File: src/rtl/abm_stream_loader_pkg.sv
// Shared definitions for the ABM stream loader and its neighbours.
//   ABM_*        default frame geometry, shared by the loader, notifier and readers
//   abm_ld_state_e  loader FSM states: StRecv writes beats, StDrain discards the
//                   tail of an over-long frame
package abm_stream_loader_pkg;

   localparam int unsigned ABM_DW      = 32;
   localparam int unsigned ABM_ENTRIES = 1024;
   localparam int unsigned ABM_AW      = 10;
   localparam int unsigned ABM_CW      = 16;

   typedef enum logic {
      StRecv  = 1'b0,
      StDrain = 1'b1
   } abm_ld_state_e;

endpackage

File: src/rtl/abm_stream_loader.sv
// Receives one ABM frame of ENTRIES words over AXI-Stream and writes it into the
// inactive half of an external ping-pong ABM RAM. Only a complete, correctly sized
// frame flips active_bank and pulses abm_updated.
// Ports:
//   clk, resetn                 clock, asynchronous active-low reset
//   axis_tdata/tvalid/tlast     frame beats in
//   axis_tready                 follows resetn; the loader never back-pressures
//   ram_we/ram_waddr/ram_wdata  registered RAM write port, waddr = {bank, index}
//   active_bank                 bank the readers use
//   abm_updated                 1-cycle pulse when a good frame is committed
//   short_err / long_err        1-cycle pulses for frames with too few / too many beats
//   good_count                  committed frames, wrapping
//   err_count                   short + long errors, saturating
module abm_stream_loader
   import abm_stream_loader_pkg::*;
#(
   parameter int unsigned DW      = ABM_DW,
   parameter int unsigned ENTRIES = ABM_ENTRIES,
   parameter int unsigned AW      = ABM_AW,
   parameter int unsigned CW      = ABM_CW
) (
   input  logic          clk,
   input  logic          resetn,
   input  logic [DW-1:0] axis_tdata,
   input  logic          axis_tvalid,
   input  logic          axis_tlast,
   output logic          axis_tready,
   output logic          ram_we,
   output logic [AW:0]   ram_waddr,
   output logic [DW-1:0] ram_wdata,
   output logic          active_bank,
   output logic          abm_updated,
   output logic          short_err,
   output logic          long_err,
   output logic [CW-1:0] good_count,
   output logic [CW-1:0] err_count
);

   if (ENTRIES < 2) begin : g_bad_entries
      $error("abm_stream_loader: ENTRIES must be at least 2");
   end
   if (AW != $clog2(ENTRIES)) begin : g_bad_aw
      $error("abm_stream_loader: AW must equal clog2(ENTRIES)");
   end

   localparam logic [AW-1:0] LAST_IDX = AW'(ENTRIES - 1);

   abm_ld_state_e state_q;
   logic [AW-1:0] index_q;
   // Bank the current frame is written to. It flips as soon as a good frame's last
   // beat is accepted, one cycle before active_bank does, so a back-to-back next
   // frame already targets the bank that is about to become inactive.
   logic          wr_bank_q;
   // A good frame's last beat was accepted last cycle; commit once its write lands.
   logic          commit_q;

   logic beat;
   logic at_last;

   assign axis_tready = resetn;
   assign beat        = axis_tvalid & axis_tready;
   assign at_last     = (index_q == LAST_IDX);

   always_ff @(posedge clk or negedge resetn) begin
      if (!resetn) begin
         state_q     <= StRecv;
         index_q     <= '0;
         wr_bank_q   <= 1'b1;
         commit_q    <= 1'b0;
         ram_we      <= 1'b0;
         ram_waddr   <= '0;
         ram_wdata   <= '0;
         active_bank <= 1'b0;
         abm_updated <= 1'b0;
         short_err   <= 1'b0;
         long_err    <= 1'b0;
         good_count  <= '0;
         err_count   <= '0;
      end else begin
         ram_we      <= 1'b0;
         abm_updated <= 1'b0;
         short_err   <= 1'b0;
         long_err    <= 1'b0;
         commit_q    <= 1'b0;

         if (commit_q) begin
            active_bank <= ~active_bank;
            abm_updated <= 1'b1;
            good_count  <= good_count + 1'b1;
         end

         if (beat) begin
            unique case (state_q)
               StRecv: begin
                  ram_we    <= 1'b1;
                  ram_waddr <= {wr_bank_q, index_q};
                  ram_wdata <= axis_tdata;
                  if (axis_tlast && at_last) begin
                     index_q   <= '0;
                     commit_q  <= 1'b1;
                     wr_bank_q <= ~wr_bank_q;
                  end else if (axis_tlast) begin
                     index_q   <= '0;
                     short_err <= 1'b1;
                     if (err_count != {CW{1'b1}}) err_count <= err_count + 1'b1;
                  end else if (at_last) begin
                     index_q  <= '0;
                     long_err <= 1'b1;
                     if (err_count != {CW{1'b1}}) err_count <= err_count + 1'b1;
                     state_q  <= StDrain;
                  end else begin
                     index_q <= index_q + 1'b1;
                  end
               end
               StDrain: begin
                  if (axis_tlast) state_q <= StRecv;
               end
               default: state_q <= StRecv;
            endcase
         end
      end
   end

endmodule

File: config.mk
export PLATFORM = sky130hd
export DESIGN_NAME = abm_stream_loader
export DESIGN_NICKNAME = d
export VERILOG_FILES = /design/src/rtl/abm_stream_loader_pkg.sv /design/src/rtl/abm_stream_loader.sv
export SDC_FILE = /design/constraint.sdc
export NUM_CORES = 1
export LEC_CHECK = 0
export CAP_MARGIN = 0
export CORE_MARGIN = 2
export CORE_UTILIZATION = 48
export DETAILED_ROUTE_END_ITERATION = 10
export PLACE_DENSITY = 0.82
export SYNTH_ARGS = -nofsm -noshare
export SYNTH_HDL_FRONTEND = slang
export SYNTH_SLANG_ARGS = --single-unit
File: constraint.sdc
create_clock -name clk -period 7.8 [get_ports clk]
set_input_delay 2.34 -clock clk [delete_from_list [all_inputs] [get_ports clk]]
set_output_delay 2.34 -clock clk [all_outputs]
set_load 0.03 [all_outputs]
=== Word level (Yosys, flattened, before mapping) ===
Cells that the tools add are included.
Widths: inputs -> output; s select.

* Register bits: 93
* Output and inout port bits: 81
* Word-level logic and storage cells: 51
* Input bits: 36

* Muxes and demuxes: 23
* $add $sub $neg: 3
* Bitwise logic cells: 5
* Reductions and logical operators: 5
* Eq/ne operators: 2

{| class="wikitable"
|+ Operator list
! kind !! count
|-
| $mux 16 || 3
|-
| $add 16x1->16 const B || 2
|-
| $mux 10 || 3
|-
| $mux 1 || 16
|-
| $ne 16x16->1 const B || 1
|-
| $add 10x1->10 const B || 1
|-
| $eq 10x10->1 const B || 1
|-
| $not 1->1 || 4
|-
| $reduce_and 4->1 || 1
|-
| $reduce_and 3->1 || 1
|-
| $pmux 1 s2 || 1
|-
| $reduce_and 2->1 || 1
|-
| $reduce_bool 2->1 || 1
|-
| $and 1x1->1 || 1
|-
| $logic_and 1x1->1 || 1
|}

=== Logic depth before layout (Yosys ltp) ===
* Depth in word-level cells: 6
* Mapped depth: 10
* Depth with buffers taken out: 9

=== Least setup slack after synthesis ===
No wires, ideal clock.

* Path kind: input port to output port
* From: input resetn
* To: output axis_tready
* Arrival: 2485 ps
* Setup slack: 2975 ps
* Cell stages on the path: 1
* Required time: 5460 ps
* Path buffers: 1
* Cell sequence: buf_4

{| class="wikitable"
|+ RTL lines
! what !! RTL line !! text
|-
| from (decl) || abm_stream_loader.sv:23 || <nowiki>input logic resetn,</nowiki>
|-
| to (decl) || abm_stream_loader.sv:27 || <nowiki>output logic axis_tready,</nowiki>
|}

No word-level cell between the ends.

=== Worst setup path after layout ===
* From: input resetn
* To: output axis_tready

No word-level cell between the ends.

==> summary.md <==
For this run the aggregate overflow at the end of global routing stands at 0. The number of primary I/O pins is 117. By instance count, the leading cell after synthesis is sky130_fd_sc_hd__nand2_1. Setup slack on the worst reg-to-reg path comes out at 5.00 ns.

In the final timing run, aggregate negative setup slack is 0 ns. Number of flops mapped to enable cells by yosys: 0. Summed over all nets, the switching power comes to 0.000354 W. The tightest min-delay check is of the reg -> reg type. Sequential cells account for 46.8% of the total power. The end of the worst register-to-register path was err_count[13].

The number of setup violations in the final report was 0. Summing every instance area after synthesis gives 3990 sq um. The hold path startpoint was ram_wdata[10].

The routed design could run at a clock period as short as 5.76 ns. The routed design has 8.84 mm of wire. The placed instances occupy a cell area of 5220 sq um. For the count of final hold-check violations, the log shows 0. IR analysis of the VDD net gives a maximum drop of 0.145 mV. The floorplan step defined a die boundary enclosing 9070 sq um. The tree is rooted in a sky130_fd_sc_hd__clkbuf_8.

The tools report the final-layout fill cell count as 621. A synthesized cell averages 10.0 sq um. The number of buffers and inverters on the critical path is 2. In the routed layout, each cell is associated on average with a via count of 5.12.

Summing the sequential cell areas from Yosys gives 58.3% of the chip area. The critical path required time was 5.46 ns. The worst pin sits at a relative slew slack of 43.7%. The critical path class was in -> out. The finished cells cover 5470 sq um. Of the cells placed in the final design, the portion with a size suffix greater than 1 is 6.01%. The total internal power was 0.000857 W; the transition time at the pin with the least slew margin was 0.844 ns. Port buffering added 116 buffers. The largest total area in the synthesized netlist belongs to sky130_fd_sc_hd__dfrtp_1. Of all nets on the critical path, the largest fanout is 29. Setup repair after global routing left no endpoint under its margin. The tools report the total CTS buffers as 9. The worst path uses 73.9% of the clock period.

In the final design database the tool counted 554 nets. Detailed placement ended at an HPWL of 6.13 mm. The clock reaches the later pin of the worst-skew pair after 0.35 ns.

The leakage power came out at 2.58 nW. The mux share of post-synthesis cell area was 0.940%. The maximum level of the CTS H-tree came out at 3. The dominant combinational cell family by area after synthesis was simple AND/OR/NAND/NOR gates. The critical path goes through buf_4 > clkdlybuf4s50_1. In the synthesized netlist, the number of instances is 399.

The repair_antennas step left the layout with diodes totalling 0. The final number of max-transition violations was 0; the fraction of registers with async set/reset was 100%. After floorplanning, the core was divided into 33 placement rows.

Dividing the detail-routed wire length by the instance count gives 14.2 um. The synthesized netlist devotes 3.67% of its cell area to compound gates. In this run, post-CTS repair resized a total of 0 instances. The placeable core region was 8130 sq um.

The number of cells on the worst reg-to-reg path came out at 9. The pin count of the biggest net entering global routing was 70; the starting utilization of the core area was 49.1%. When the netlist entered floorplanning its net count stood at 441.

The total of hold buffers inserted after clock tree synthesis is 0. The worst setup path is launched from an input pin. Worst clock skew on the final layout: 0.00916 ns.

The detailed router placed 3180 vias in this run. Once detail routing completed, the nets flagged for antenna violations numbered 0. The via count of the first global-routing pass came out at 3076. TritonCTS built the clock tree. The area fraction of the dominant cell type after synthesis works out to 57.6%.

In this design, the stage delay of the slowest critical-path cell is 0.75 ns. The critical-path cell with the highest stage delay is sky130_fd_sc_hd__clkdlybuf4s50_1. Final RePlAce weighted congestion: 0.772. The floorplan step set the die height to 95.2 um. Combinational logic burns 21.2% of the power. Global routing used 20.2% of the available tracks. The tool flagged a number of max-cap violations equal to 0. Measured along the x axis, the die boundary spans 95.2 um.

After clock tree synthesis, the clock-pin slew on the worst setup and hold paths is 0.08 ns. Sorting the synthesized cells by how often they occur yields sky130_fd_sc_hd__nand2_1 (149), sky130_fd_sc_hd__dfrtp_1 (92), sky130_fd_sc_hd__xnor2_1 (21). In this run the critical register-to-register path is launched from index_q[0].

The tools report the initial antenna violation count as 0. The synthesized netlist contains 45 unique library cells. After Yosys synthesis, full adders, half adders and majority gates account for 1.88% of the synthesized area. STA puts the critical path data arrival time at 3.42 ns.

Worst hold endpoint: ram_wdata[10]. The Yosys step of the flow raised 0 warnings. Per report_power, the clock group accounts for 32.0% of the total.

The worst setup path is captured at a primary output. Static timing analysis puts the maximum clock frequency at 0.174 GHz. The clock passes through at most 2 buffers. The synthesized netlist devotes 26.6% of its cell area to simple gates. The first global-routing pass estimated 14.2 mm of wire. Relative to the synthesized area, the layout overhead comes to 36.9%.

Of the total power, the share spent switching nets is 29.2%. The synthesized design contains 93 register bits. The length of the first detailed-routing pass in iterations is 5, and the number of violations reported at the end of detailed-routing iteration 0 is 106. The power per cell area is 222 nW/um^2, and the DRC violation count after routing is 0. TritonCTS sink count: 93. The most used flip-flop cell after synthesis is sky130_fd_sc_hd__dfrtp_1.

The number of cells on the worst hold path was 2. The cell family contributing the most delay on the critical path is buffers and inverters. In this run the post-CTS setup repair buffer count came out at 0. Sorting the synthesized cells by area gives the leading types as sky130_fd_sc_hd__dfrtp_1 (58%), sky130_fd_sc_hd__nand2_1 (14%), sky130_fd_sc_hd__xnor2_1 (4.6%), sky130_fd_sc_hd__nand3_1 (2.4%), sky130_fd_sc_hd__nand4_1 (2.2%).

The xor/xnor cell area share of the yosys netlist is 6.14%. The run finished with clean final reports.
==> placed cells by master, fill, tap and decap left out, types with 2 or more instances in the layout <==
cell type                         instances
sky130_fd_sc_hd__nor4_1                   2
sky130_fd_sc_hd__or3_1                    2
sky130_fd_sc_hd__nand2_1                149
sky130_fd_sc_hd__clkdlybuf4s50_1        115
sky130_fd_sc_hd__o31ai_1                  2
sky130_fd_sc_hd__dfrtp_1                 92
sky130_fd_sc_hd__xor2_1                   7
sky130_fd_sc_hd__nand2b_1                 2
sky130_fd_sc_hd__buf_4                    3
sky130_fd_sc_hd__and3_2                   2
sky130_fd_sc_hd__nand3_1                 19
sky130_fd_sc_hd__and2_1                   3
sky130_fd_sc_hd__nor4_2                   2
sky130_fd_sc_hd__a21o_1                   2
sky130_fd_sc_hd__clkbuf_8                10
sky130_fd_sc_hd__o21ai_0                  7
sky130_fd_sc_hd__and3_1                   3
sky130_fd_sc_hd__nor2_1                   8
sky130_fd_sc_hd__o311ai_1                 2
sky130_fd_sc_hd__a21oi_1                  5
sky130_fd_sc_hd__nor2b_1                  2
sky130_fd_sc_hd__inv_1                    5
sky130_fd_sc_hd__nand4_1                 14
sky130_fd_sc_hd__ha_1                     6
sky130_fd_sc_hd__xnor2_1                 21
sky130_fd_sc_hd__bufinv_16                3
sky130_fd_sc_hd__and4_1                   7
==> through the flow <==
| stage | cells | util (%) | hold slack, ns | power, W | setup WS (ns) |
|---|---|---|---|---|---|
| after floorplan | 399 | - | 0.349 | 0.000707 | 2.98 |
| after global placement | 606 | 64.2 | 0.456 | 0.000827 | 2.03 |
| after detailed placement | 606 | 64.2 | 0.461 | 0.000835 | 2.01 |
| after CTS | 621 | 67.2 | 0.484 | 0.00123 | 2.00 |
| after global routing | 621 | 67.2 | 0.496 | 0.00127 | 1.96 |
| final | 621 | 67.2 | 0.479 | 0.00121 | 2.04 |
==> state kept, by name, indices dropped and copies added, names as in the netlist, 10 cells and up <==
register	count
err_count	16
good_count	16
index_q	10
ram_waddr	11
ram_wdata	32
==> worst min-delay path, cell delays in order (launching register included) <==
cell and delay, ns:
sky130_fd_sc_hd__dfrtp_1 0.35, sky130_fd_sc_hd__nand2_1 0.05, sky130_fd_sc_hd__nand2_1 0.06
==> cell type report <==
type / count / area, sq um / area share (%)
clock inverters: 5 / 108 / 1.97
inverters: 6 / 22.5 / 0.412
repair buffers: 118 / 1170 / 21.5
flip-flops and latches: 93 / 2330 / 42.6
multi-input cells: 284 / 1570 / 28.6
clock buffers: 10 / 138 / 2.52
well taps: 105 / 131 / 2.40
==> layer usage <==
metal  GRT usage (%)  wire [um]
met4            4.59         48
met1            25.2       3760
met5               0          0
met2            35.0       4420
met3            5.85        611
==> how the worst max path moves through the flow <==
stage	startpoint	endpoint	slack, ns	cells after the start
floorplan	resetn	axis_tready	2.98	1
global placement	resetn	axis_tready	2.03	2
detailed placement	resetn	axis_tready	2.01	2
CTS	resetn	axis_tready	2.00	2
global route	resetn	axis_tready	1.96	2
finish	resetn	axis_tready	2.04	2
==> cells by family (layout without fill, tap and decap cells) <==
logic type	count (synthesis)	in the layout
compound gates	23	23
xor+xnor	28	28
fa+ha+maj	6	6
buf+inv	22	139
flops	93	93
mux	3	3
simple gates	224	224
==> power by group through the flow <==
stage               sequential, W  combinational (W)  clock [W]
finish                   0.000567           0.000257   0.000387
global route             0.000573           0.000276   0.000417
detailed placement       0.000576           0.000259          0
CTS                      0.000567           0.000260   0.000398
floorplan                0.000647          0.0000601          0
global placement         0.000573           0.000254          0
Power figures use the tool's default switching activity.
